File: config.mk
export PLATFORM = sky130hd
export DESIGN_NAME = uart_rx_hex_parser
export DESIGN_NICKNAME = d
export VERILOG_FILES = /design/src/rtl/uart_rx_hex_parser_pkg.sv /design/src/rtl/uart_rx.sv /design/src/rtl/uart_rx_hex_parser.sv
export SDC_FILE = /design/constraint.sdc
export NUM_CORES = 1
export LEC_CHECK = 0
export CORE_ASPECT_RATIO = 1.5
export CORE_MARGIN = 5
export CORE_UTILIZATION = 50
export DETAILED_ROUTE_END_ITERATION = 7
export PLACE_DENSITY_LB_ADDON = 0.12
export REMOVE_ABC_BUFFERS = 1
export SYNTH_ARGS = -nofsm -noshare
export SYNTH_HDL_FRONTEND = slang
export SYNTH_SLANG_ARGS = --single-unit
File: constraint.sdc
create_clock -name clk -period 5.5 [get_ports clk]
set_clock_uncertainty 0.15 [all_clocks]
set_input_delay 0.825 -clock clk [delete_from_list [all_inputs] [get_ports clk]]
set_output_delay 0.825 -clock clk [all_outputs]
set_load 0.01 [all_outputs]
File: src/rtl/uart_rx_hex_parser_pkg.sv
// Shared constants, parser state encoding and ASCII/hex conversion helpers
// used by both the receive parser and the transmit-side formatter.
package uart_rx_hex_parser_pkg;

    localparam logic [7:0] ASCII_CR = 8'h0D;
    localparam logic [7:0] ASCII_LF = 8'h0A;

    typedef enum logic [1:0] {
        IDLE    = 2'b00,
        COLLECT = 2'b01,
        DISCARD = 2'b10
    } parse_state_t;

    // Returns {is_hex, nibble}; upper and lower case letters decode identically.
    function automatic logic [4:0] ascii_to_nibble(input logic [7:0] c);
        logic [4:0] r;
        r = 5'd0;
        if (c >= 8'h30 && c <= 8'h39)
            r = {1'b1, c[3:0]};
        else if ((c >= 8'h41 && c <= 8'h46) || (c >= 8'h61 && c <= 8'h66))
            r = {1'b1, c[3:0] + 4'd9};
        return r;
    endfunction

    function automatic logic [7:0] nibble_to_ascii(input logic [3:0] n);
        return (n < 4'd10) ? (8'h30 + {4'h0, n}) : (8'h37 + {4'h0, n});
    endfunction

endpackage

File: src/rtl/uart_rx.sv
// UART byte receiver: 8N1, LSB first, mid-bit sampling of a synchronised line.
module uart_rx #(
    parameter int CLK_FRE   = 50,
    parameter int BAUD_RATE = 115200
) (
    input  logic       clk,
    input  logic       rst_n,
    output logic [7:0] rx_data,
    output logic       rx_data_valid,
    input  logic       rx_data_ready,
    input  logic       rx_pin
);
    localparam int CYCLE = CLK_FRE * 1000000 / BAUD_RATE;
    localparam int CW    = $clog2(CYCLE + 1);

    typedef enum logic [1:0] {S_IDLE, S_START, S_DATA, S_STOP} rx_state_t;

    rx_state_t       state, state_next;
    logic            rx_d0, rx_d1;
    logic [CW-1:0]   cyc_cnt;
    logic [2:0]      bit_cnt;
    logic [7:0]      shift;
    logic            sample_pt;

    // Start bit is checked at its midpoint; every later bit one full period on.
    assign sample_pt = (state == S_START) ? (cyc_cnt == CW'(CYCLE / 2 - 1))
                                          : (cyc_cnt == CW'(CYCLE - 1));

    always_comb begin
        state_next = state;
        case (state)
            S_IDLE:  if (!rx_d1) state_next = S_START;
            S_START: if (sample_pt) state_next = rx_d1 ? S_IDLE : S_DATA;
            S_DATA:  if (sample_pt && bit_cnt == 3'd7) state_next = S_STOP;
            S_STOP:  if (sample_pt) state_next = S_IDLE;
            default: state_next = S_IDLE;
        endcase
    end

    always_ff @(posedge clk or negedge rst_n) begin
        if (!rst_n) begin
            rx_d0         <= 1'b1;
            rx_d1         <= 1'b1;
            state         <= S_IDLE;
            cyc_cnt       <= '0;
            bit_cnt       <= '0;
            shift         <= '0;
            rx_data       <= '0;
            rx_data_valid <= 1'b0;
        end else begin
            rx_d0 <= rx_pin;
            rx_d1 <= rx_d0;
            state <= state_next;
            if (state == S_IDLE || sample_pt)
                cyc_cnt <= '0;
            else
                cyc_cnt <= cyc_cnt + 1'b1;
            if (state == S_START)
                bit_cnt <= '0;
            else if (state == S_DATA && sample_pt) begin
                shift   <= {rx_d1, shift[7:1]};
                bit_cnt <= bit_cnt + 1'b1;
            end
            if (state == S_STOP && sample_pt && rx_d1) begin
                rx_data       <= shift;
                rx_data_valid <= 1'b1;
            end else if (rx_data_valid && rx_data_ready) begin
                rx_data_valid <= 1'b0;
            end
        end
    end

endmodule

File: src/rtl/uart_rx_hex_parser.sv
// Parses CR/LF-terminated fixed-length ASCII hex words from the UART line
// into a 4*DIGITS-bit value, with a one-cycle valid or error strobe per word.
module uart_rx_hex_parser
    import uart_rx_hex_parser_pkg::*;
#(
    parameter int CLK_FRE     = 100,
    parameter int BAUD_RATE   = 115200,
    parameter int DIGITS      = 5,
    parameter int TIMEOUT_CYC = 1000000
) (
    input  logic                  clk,
    input  logic                  rst_n,
    input  logic                  uart_rx,
    output logic [4*DIGITS-1:0]   rx_data_out,
    output logic                  rx_pulse,
    output logic                  rx_err
);
    localparam int W     = 4 * DIGITS;
    localparam int CNT_W = $clog2(DIGITS + 1);
    localparam int TO_W  = $clog2(TIMEOUT_CYC + 2);
    localparam logic [TO_W-1:0] TO_LAST = TO_W'(TIMEOUT_CYC - 1);
    localparam logic [TO_W-1:0] TO_MAX  = '1;

    logic [7:0]      byte_data;
    logic            byte_valid;
    logic [4:0]      dec;
    logic            is_hex, is_term, timeout_hit;

    parse_state_t    state, state_next;
    logic [W-1:0]    shift, shift_next, data_next;
    logic [CNT_W-1:0] count, count_next;
    logic [TO_W-1:0] to_cnt;
    logic            pulse_next, err_next;

    uart_rx #(
        .CLK_FRE   (CLK_FRE),
        .BAUD_RATE (BAUD_RATE)
    ) u_uart_rx (
        .clk           (clk),
        .rst_n         (rst_n),
        .rx_data       (byte_data),
        .rx_data_valid (byte_valid),
        .rx_data_ready (1'b1),
        .rx_pin        (uart_rx)
    );

    assign dec     = ascii_to_nibble(byte_data);
    assign is_hex  = dec[4];
    assign is_term = (byte_data == ASCII_CR) || (byte_data == ASCII_LF);
    assign timeout_hit = (TIMEOUT_CYC != 0) && (state == COLLECT) &&
                         !byte_valid && (to_cnt >= TO_LAST);

    always_comb begin
        state_next = state;
        shift_next = shift;
        count_next = count;
        data_next  = rx_data_out;
        pulse_next = 1'b0;
        err_next   = 1'b0;
        if (byte_valid) begin
            case (state)
                IDLE: begin
                    if (is_hex) begin
                        shift_next = W'(dec[3:0]);
                        count_next = CNT_W'(1);
                        state_next = COLLECT;
                    end else if (!is_term) begin
                        err_next   = 1'b1;
                        state_next = DISCARD;
                    end
                end
                COLLECT: begin
                    if (is_hex) begin
                        if (count == CNT_W'(DIGITS)) begin
                            err_next   = 1'b1;
                            state_next = DISCARD;
                        end else begin
                            shift_next = W'({shift, dec[3:0]});
                            count_next = count + 1'b1;
                        end
                    end else if (is_term) begin
                        if (count == CNT_W'(DIGITS)) begin
                            data_next  = shift;
                            pulse_next = 1'b1;
                        end else begin
                            err_next   = 1'b1;
                        end
                        state_next = IDLE;
                    end else begin
                        err_next   = 1'b1;
                        state_next = DISCARD;
                    end
                end
                DISCARD: if (is_term) state_next = IDLE;
                default: state_next = IDLE;
            endcase
        end else if (timeout_hit) begin
            err_next   = 1'b1;
            state_next = IDLE;
        end
        // A partial word only survives while collecting.
        if (state_next != COLLECT) begin
            shift_next = '0;
            count_next = '0;
        end
    end

    always_ff @(posedge clk or negedge rst_n) begin
        if (!rst_n) begin
            state       <= IDLE;
            shift       <= '0;
            count       <= '0;
            to_cnt      <= '0;
            rx_data_out <= '0;
            rx_pulse    <= 1'b0;
            rx_err      <= 1'b0;
        end else begin
            state       <= state_next;
            shift       <= shift_next;
            count       <= count_next;
            rx_data_out <= data_next;
            rx_pulse    <= pulse_next;
            rx_err      <= err_next;
            // to_cnt counts cycles since the last byte, the byte's own cycle being 0.
            if (state_next != COLLECT)
                to_cnt <= '0;
            else if (byte_valid)
                to_cnt <= TO_W'(1);
            else if (to_cnt != TO_MAX)
                to_cnt <= to_cnt + 1'b1;
        end
    end

endmodule

## Yosys cells after proc, flatten, opt, wreduce, memory -nomap -nowiden

Cells that the tools add are included.

- Register bits: 101
- Input port bits: 3
- Output and inout bits: 22
- Logic and storage cells: 122

- $add $sub $neg: 5
- Order comparisons: 7
- Equal/unequal tests: 20
- Mux-type cells: 50
- Bitwise operators: 2
- Reduce and logical (&&, ||, !) cells: 23

Operators with widths:

| operator | number |
|---|---|
| $mux W20 | 8 |
| $pmux W20 S2 | 1 |
| $mux W2 | 13 |
| $mux W3 | 7 |
| $add A20 B1 Y20 const B | 1 |
| $ge A20 B20 Y1 const B | 1 |
| $ne A20 B20 Y1 const B | 1 |
| $eq A8 B4 Y1 const B | 2 |
| $ge A8 B7 Y1 const B | 2 |
| $le A8 B7 Y1 const B | 2 |
| $mux W1 | 14 |
| $add A10 B1 Y10 const B | 1 |
| $eq A10 B10 Y1 const B | 1 |
| $eq A10 B9 Y1 const B | 1 |
| $mux W10 | 1 |
| $mux W5 | 2 |
| $reduce_and A5 Y1 | 2 |
| $logic_and A1 B1 Y1 | 9 |
| $ge A8 B6 Y1 const B | 1 |
| $le A8 B6 Y1 const B | 1 |
| $ne A2 B1 Y1 const B | 4 |
| $pmux W2 S4 | 1 |
| $add A3 B1 Y3 const B | 2 |
| $eq A2 B2 Y1 const B | 3 |
| 17 further kinds | 26 |

## Depth between registers and ports, before layout

- Depth in word-level cells: 11
- Depth in mapped cells: 8
- Depth with buffers taken out: 7

## Hierarchy

A second synthesis with hierarchy kept.

- Cells, all modules: 414
- Area total of the unflattened synthesis: 4783.3 µm²

By module, submodules not included:

| module | instances | cells an instance | area an instance (µm²) | seq. area each (µm²) |
|---|---|---|---|---|
| uart_rx_hex_parser | 1 | 294 | 3228.1 | 1676.6 |
| uart_rx | 1 | 120 | 1555.2 | 853.3 |

## Worst setup path after synthesis

No wires, ideal clock.

- Kind: flip-flop to flip-flop
- Start: register u_uart_rx.rx_data[0]
- End: register shift[10]
- Library setup time: 0.122 ns
- Arrival: 1.844 ns
- Data required time: 5.228 ns
- Path slack: 3.384 ns
- Stages on the path, launching flop included: 9
- Buffers on the path: 1
- Clock period less this slack: 2.116 ns
- Cell sequence: dfrtp_1 -> inv_1 -> ha_1 -> inv_1 -> o311ai_4 -> a21oi_2 -> o32ai_4 -> buf_4 -> a21oi_2

- Cells in the longest elaborated chain, start to end: 11
- Elaborated cells between the ends (all ways): 30
- Those cells by class: 6 x order compare; 6 x eq/ne; 10 x mux; 8 x reduce/logical

RTL lines:

| element | line | source |
|---|---|---|
| from (decl) | uart_rx.sv:8 | `output logic [7:0] rx_data,` |
| from (signal assigned) | uart_rx.sv:65 | `rx_data <= shift;` |
| $ge A8 B7 Y1 or $le A8 B7 Y1 (tied branches) | uart_rx_hex_parser_pkg.sv:20 | `else if ((c >= 8'h41 && c <= 8'h46) \|\| (c >= 8'h61 && c <= 8'h66))` |
| $logic_and A1 B1 Y1 | uart_rx_hex_parser_pkg.sv:20 |  |
| $logic_or A1 B1 Y1 | uart_rx_hex_parser_pkg.sv:20 |  |
| $mux W5 | uart_rx_hex_parser_pkg.sv:20 |  |
| $mux W5 | uart_rx_hex_parser_pkg.sv:18 | `if (c >= 8'h30 && c <= 8'h39)` |
| $mux W2, on equally long branches | uart_rx_hex_parser.sv:73, uart_rx_hex_parser.sv:63 |  |
| $pmux W2 S3 | uart_rx_hex_parser.sv:61 | `case (state)` |
| $mux W2 | uart_rx_hex_parser.sv:60 | `if (byte_valid) begin` |
| $ne A2 B1 Y1 | uart_rx_hex_parser.sv:102 | `if (state_next != COLLECT) begin` |
| $ne A3 B2 Y1 (no source line) (tied with other cells) | -- |  |
| $reduce_and A5 Y1 (no source line) | -- |  |
| to (signal assigned) | uart_rx_hex_parser.sv:119 | `shift <= shift_next;` |
| to (decl) | uart_rx_hex_parser.sv:30 | `logic [W-1:0] shift, shift_next, data_next;` |

Parallel ways exist; a longest one is shown, timed or not.
A chain may end at the register's enable or synchronous reset.

## Final worst setup path

- Start: register u_uart_rx.rx_data[1]
- End: register count[0]

- Cells in the longest elaborated chain, start to end: 11
- Elaborated cells between the ends (all ways): 30
- Those cells by class: 6 x order compare; 6 x eq/ne; 10 x mux; 8 x reduce/logical

RTL lines:

| element | line | source |
|---|---|---|
| $ge A8 B7 Y1 or $le A8 B7 Y1 (tied branches) | uart_rx_hex_parser_pkg.sv:20 |  |
| $logic_and A1 B1 Y1 | uart_rx_hex_parser_pkg.sv:20 |  |
| $logic_or A1 B1 Y1 | uart_rx_hex_parser_pkg.sv:20 |  |
| $mux W5 | uart_rx_hex_parser_pkg.sv:20 |  |
| $mux W5 | uart_rx_hex_parser_pkg.sv:18 |  |
| $mux W2, on equally long branches | uart_rx_hex_parser.sv:73, uart_rx_hex_parser.sv:63 |  |
| $pmux W2 S3 | uart_rx_hex_parser.sv:61 |  |
| $mux W2 | uart_rx_hex_parser.sv:60 |  |
| $ne A2 B1 Y1 | uart_rx_hex_parser.sv:102 |  |
| $ne A3 B2 Y1 (no source line) (tied with other cells) | -- |  |
| $reduce_and A5 Y1 (no source line) | -- |  |
| to (signal assigned) | uart_rx_hex_parser.sv:120 | `count <= count_next;` |
| to (decl) | uart_rx_hex_parser.sv:31 | `logic [CNT_W-1:0] count, count_next;` |

Parallel ways exist; a longest one is shown, timed or not.

==> results by group <==
Floorplanning
  • Area of the die: 12,000 um^2
  • DIE HEIGHT: 132 um
  • Placeable Area: 9690 um^2
  • Floorplan die width: 91.1 um
  • Rows: 44
  • Num ports: 25
  • Initial core utilization: 0.509

Setup path
  • Crit. Startpoint: u_uart_rx.rx_data[1]$_DFFE_PN0P_
  • Reg2Reg Depth: 8
  • Critical path type: flop to flop
  • WP data required: 5.60 ns
  • RR Startpoint: u_uart_rx.rx_data[1]$_DFFE_PN0P_
  • Highest fanout seen on the critical path: 33
  • R2R Path End: count[0]$_DFFE_PN0P_
  • CP startpoint kind: flop
  • Arrival time of the worst setup path: between 2 and 3 ns
  • Critical path capture point: count[0]$_DFFE_PN0P_
  • Crit end category: flop
  • Register-to-Register Setup Slack: roughly 2.8 ns

Synthesis
  • Ys async rst share: 1.00
  • Syn avg cell area: about 11 um^2
  • Number of instances in the synthesized netlist: 442
  • Combinational family with the most area after synthesis: simple AND/OR/NAND/NOR gates
  • Number of synthesized flops with an enable pin: 0
  • Simple-gate portion of the synthesized area: 0.175
  • Post-synthesis share of cell area spent on full adders, half adders and majority gates: 0.0254
  • Post-Synth XOR/XNOR Area: 0.0391
  • Mux contribution to synthesized area: 0.0909
  • Share of synthesized area occupied by flip-flops and latches: 0.513
  • Compound-gate portion of the synthesized area: 0.120
  • Synth Warn #: 0
  • Register bit total from synthesis: around 100
  • Primary FF master, synth: sky130_fd_sc_hd__dfrtp_1
  • Netlist area before placement: between 4000 and 5000 um^2
  • Library cells used by synthesis: 58

Clock network
  • Insertion delay of the later-clocked pin in the worst-skew pair: 0.34 ns
  • Number of post-CTS setup repair buffers: 0
  • Hold-fix buffer count after cts: 0
  • CTS sink cnt: 101
  • TritonCTS clock tree: done
  • Post-cts repair resize count: 0
  • CTS Root Buffer Type: sky130_fd_sc_hd__clkbuf_16
  • Count of H-tree levels built during CTS: 3
  • Clock slew at the register clock pins of the worst setup and hold paths: 0.07 ns
  • TritonCTS buffer count: 9
  • Max clock buf depth: 2

Global routing
  • Grt met3 use: 0.0303
  • Global route hottest layer: met2
  • Met1 global-route usage: 0.194
  • Total global-route track usage: 0.162
  • Via count of the first global-routing pass: 3,410
  • Total congestion overflow: 0
  • Wire length of the first global-routing pass: 16.1 mm
  • Initial antenna violation count: 0
  • Fraction of met2 tracks used by global routing: 0.285
  • Largest net degree at the start of global routing: 66

Hold path
  • Path class of the lowest-slack min-delay path: flop to flop

STA
  • Count of final setup violators: 0
  • Worst Max-Slew Pin Slew: around 0.8 ns
  • Highest clock rate: 0.374 GHz
  • Final Max Slew Viols: 0
  • Sum of negative setup slack: 0 ns
  • Unrepaired setup endpoints after global routing: no
  • Endpoints failing hold: 0
  • Final critical path time including I/O delays and setup: around 2.7 ns
  • Worst relative slew slack: 0.458
  • Final worst-path cycle share: 0.486

Power
  • Pwr per Cell Area: 252 nW/um^2
  • Peak supply drop: roughly 0.00017 V
  • P_leak: 0.00239 uW

Run
  • Total of max-cap violations: 0

Placement
  • IO buf count: 24
  • Detailed Place HPWL: 6.17 mm
  • Routability congestion estimate: 0.801

Final layout
  • Most common cell after layout, fill and taps aside: sky130_fd_sc_hd__dfrtp_1
  • Final Net Count: 471
  • Count of filler cells inserted in the layout: approximately 840
  • Layout-stage area growth over the synthesis result: 11.3%
  • Antenna cell count: 0
  • Area taken by flip-flops and latches: about 2500 um^2
  • Final standard cell utilization of the core: 0.566
  • Share of layout cells above drive strength 1: 0.102
  • Leading cell types in the layout, fill and taps excluded: sky130_fd_sc_hd__dfrtp_1 (99), sky130_fd_sc_hd__mux2_1 (36), sky130_fd_sc_hd__nand2_1 (34), sky130_fd_sc_hd__nor2_1 (33), sky130_fd_sc_hd__nand3_1 (31)
  • Area of the multi-input gates: 2220 um^2

Drt
  • Sum of routed wire length over all layers: 9.12 mm
  • Number of DRC violations after detailed-routing iteration 0: between 100 and 150
  • Number of vias after detailed routing: approximately 3,300
  • Number of search-and-repair iterations in the first detailed-routing pass: 5
  • Routed length per placed instance: 15.8 um
  • Detailed-route DRC error count: 0
  • Detailed-route vias per instance: 5.78
  • Number of routed nets with antenna violations: 0

Status
  • Result of the run: complete, no violations
[cell families (layout without fill, tap and decap cells)]
kind of cell    after synthesis  in the layout
xor+xnor                     22             22
flops                       101            101
buf+inv                      32             52
mux                          40             40
fa+ha+maj                    10             10
simple gates                161            161
compound gates               76             76
[worst min-delay path by stage]
stage | startpoint | endpoint | depth (start not counted) | slack (ns)
5_1_grt | u_uart_rx.rx_d0$_DFF_PN1_ | u_uart_rx.rx_d1$_DFF_PN1_ | 0 | 0.21
2_1_floorplan | u_uart_rx.rx_d0$_DFF_PN1_ | u_uart_rx.rx_d1$_DFF_PN1_ | 0 | 0.20
3_5_place_dp | u_uart_rx.rx_d0$_DFF_PN1_ | u_uart_rx.rx_d1$_DFF_PN1_ | 0 | 0.20
4_1_cts | u_uart_rx.rx_d0$_DFF_PN1_ | u_uart_rx.rx_d1$_DFF_PN1_ | 0 | 0.21
3_3_place_gp | u_uart_rx.rx_d0$_DFF_PN1_ | u_uart_rx.rx_d1$_DFF_PN1_ | 0 | 0.20
6_report | u_uart_rx.rx_d0$_DFF_PN1_ | u_uart_rx.rx_d1$_DFF_PN1_ | 0 | 0.21
[worst max-delay path, stage by stage, from the launching register on]
cell                       delay, ns
sky130_fd_sc_hd__dfrtp_1        0.43
sky130_fd_sc_hd__inv_1          0.10
sky130_fd_sc_hd__ha_1           0.24
sky130_fd_sc_hd__o21bai_1       0.11
sky130_fd_sc_hd__a21o_2         0.28
sky130_fd_sc_hd__a21oi_4        0.59
sky130_fd_sc_hd__o32ai_4        0.16
sky130_fd_sc_hd__buf_4          0.30
sky130_fd_sc_hd__nor3_1         0.23
[metrics by stage]
stage	hold slack, ns	total power, uW	worst slack (ns)	instances	area (um^2)
after floorplan	0.195	759	2.93	419	4780
after global placement	0.197	775	2.98	562	5190
after detailed placement	0.198	775	2.81	562	5190
after CTS	0.208	1400	2.81	577	5480
after global routing	0.214	1430	2.67	577	5480
final	0.208	1380	2.83	577	5480
[final cells by class]
class / count / share of cell area
Clock buffer: 10 / 0.0418
Clock inverter: 5 / 0.0112
Inverter: 9 / 0.00616
Multi-Input combinational cell: 309 / 0.404
Sequential cell: 101 / 0.461
Tap cell: 115 / 0.0262
Timing Repair Buffer: 28 / 0.0488
[sequential cells by signal (all words and copies together) (netlist names), named ones only]
register and flops:
u_uart_rx.state 1, to_cnt 20, count 3, u_uart_rx.rx_data 8
rx_pulse 1, u_uart_rx.bit_cnt 3, u_uart_rx.rx_data_valid 1, u_uart_rx.rx_d0 1
shift 20, u_uart_rx.cyc_cnt 10, rx_err 1, u_uart_rx.shift 8
state 2, u_uart_rx.rx_d1 1, rx_data_out 20
[cells in the mapped netlist (2+ instances only)]
cell type / count / share of area
sky130_fd_sc_hd__nand4b_1: 2 / 0.0036
sky130_fd_sc_hd__nor3b_1: 2 / 0.0030
sky130_fd_sc_hd__and3_1: 12 / 0.015
sky130_fd_sc_hd__a21oi_1: 25 / 0.025
sky130_fd_sc_hd__mux2_2: 2 / 0.0046
sky130_fd_sc_hd__o21ai_0: 4 / 0.0041
sky130_fd_sc_hd__a211oi_1: 6 / 0.0091
sky130_fd_sc_hd__mux2i_1: 2 / 0.0041
sky130_fd_sc_hd__dfrtp_1: 99 / 0.50
sky130_fd_sc_hd__or3_1: 3 / 0.0038
sky130_fd_sc_hd__clkbuf_1: 7 / 0.0053
sky130_fd_sc_hd__nor4_1: 2 / 0.0025
sky130_fd_sc_hd__buf_6: 4 / 0.0091
sky130_fd_sc_hd__a21oi_2: 11 / 0.020
sky130_fd_sc_hd__inv_1: 8 / 0.0061
sky130_fd_sc_hd__and2_1: 2 / 0.0025
sky130_fd_sc_hd__a31oi_1: 5 / 0.0063
sky130_fd_sc_hd__ha_1: 10 / 0.025
sky130_fd_sc_hd__nor2b_1: 5 / 0.0063
sky130_fd_sc_hd__nor3_1: 9 / 0.0091
sky130_fd_sc_hd__nand3_1: 31 / 0.031
sky130_fd_sc_hd__nand4_1: 7 / 0.0089
sky130_fd_sc_hd__dfstp_2: 2 / 0.011
sky130_fd_sc_hd__nor2_1: 33 / 0.025
sky130_fd_sc_hd__nor3_2: 2 / 0.0041
sky130_fd_sc_hd__xor2_1: 6 / 0.011
sky130_fd_sc_hd__nand2b_1: 5 / 0.0063
sky130_fd_sc_hd__and4_1: 8 / 0.014
sky130_fd_sc_hd__nand2_1: 34 / 0.026
sky130_fd_sc_hd__buf_4: 6 / 0.0091
sky130_fd_sc_hd__a21oi_4: 2 / 0.0066
sky130_fd_sc_hd__buf_2: 6 / 0.0061
sky130_fd_sc_hd__o2bb2ai_1: 3 / 0.0053
sky130_fd_sc_hd__xnor2_1: 16 / 0.028
sky130_fd_sc_hd__a21o_1: 3 / 0.0046
sky130_fd_sc_hd__mux2_1: 36 / 0.082
[metal layers]
metal,part of all wire,wire length [um]
met2,0.53,4820
met4,0.019,169
met3,0.026,240
met1,0.43,3880
met5,0,0
[where the power goes]
part	total, uW	leakage, uW	switching, uW	internal, uW
registers	744	0.00139	0.387	744
logic	15.8	0.000854	14.2	1.58
clock network	621	0.000143	269	353
total	1380	0.00239	283	1100
Power figures use the tool's default switching activity.
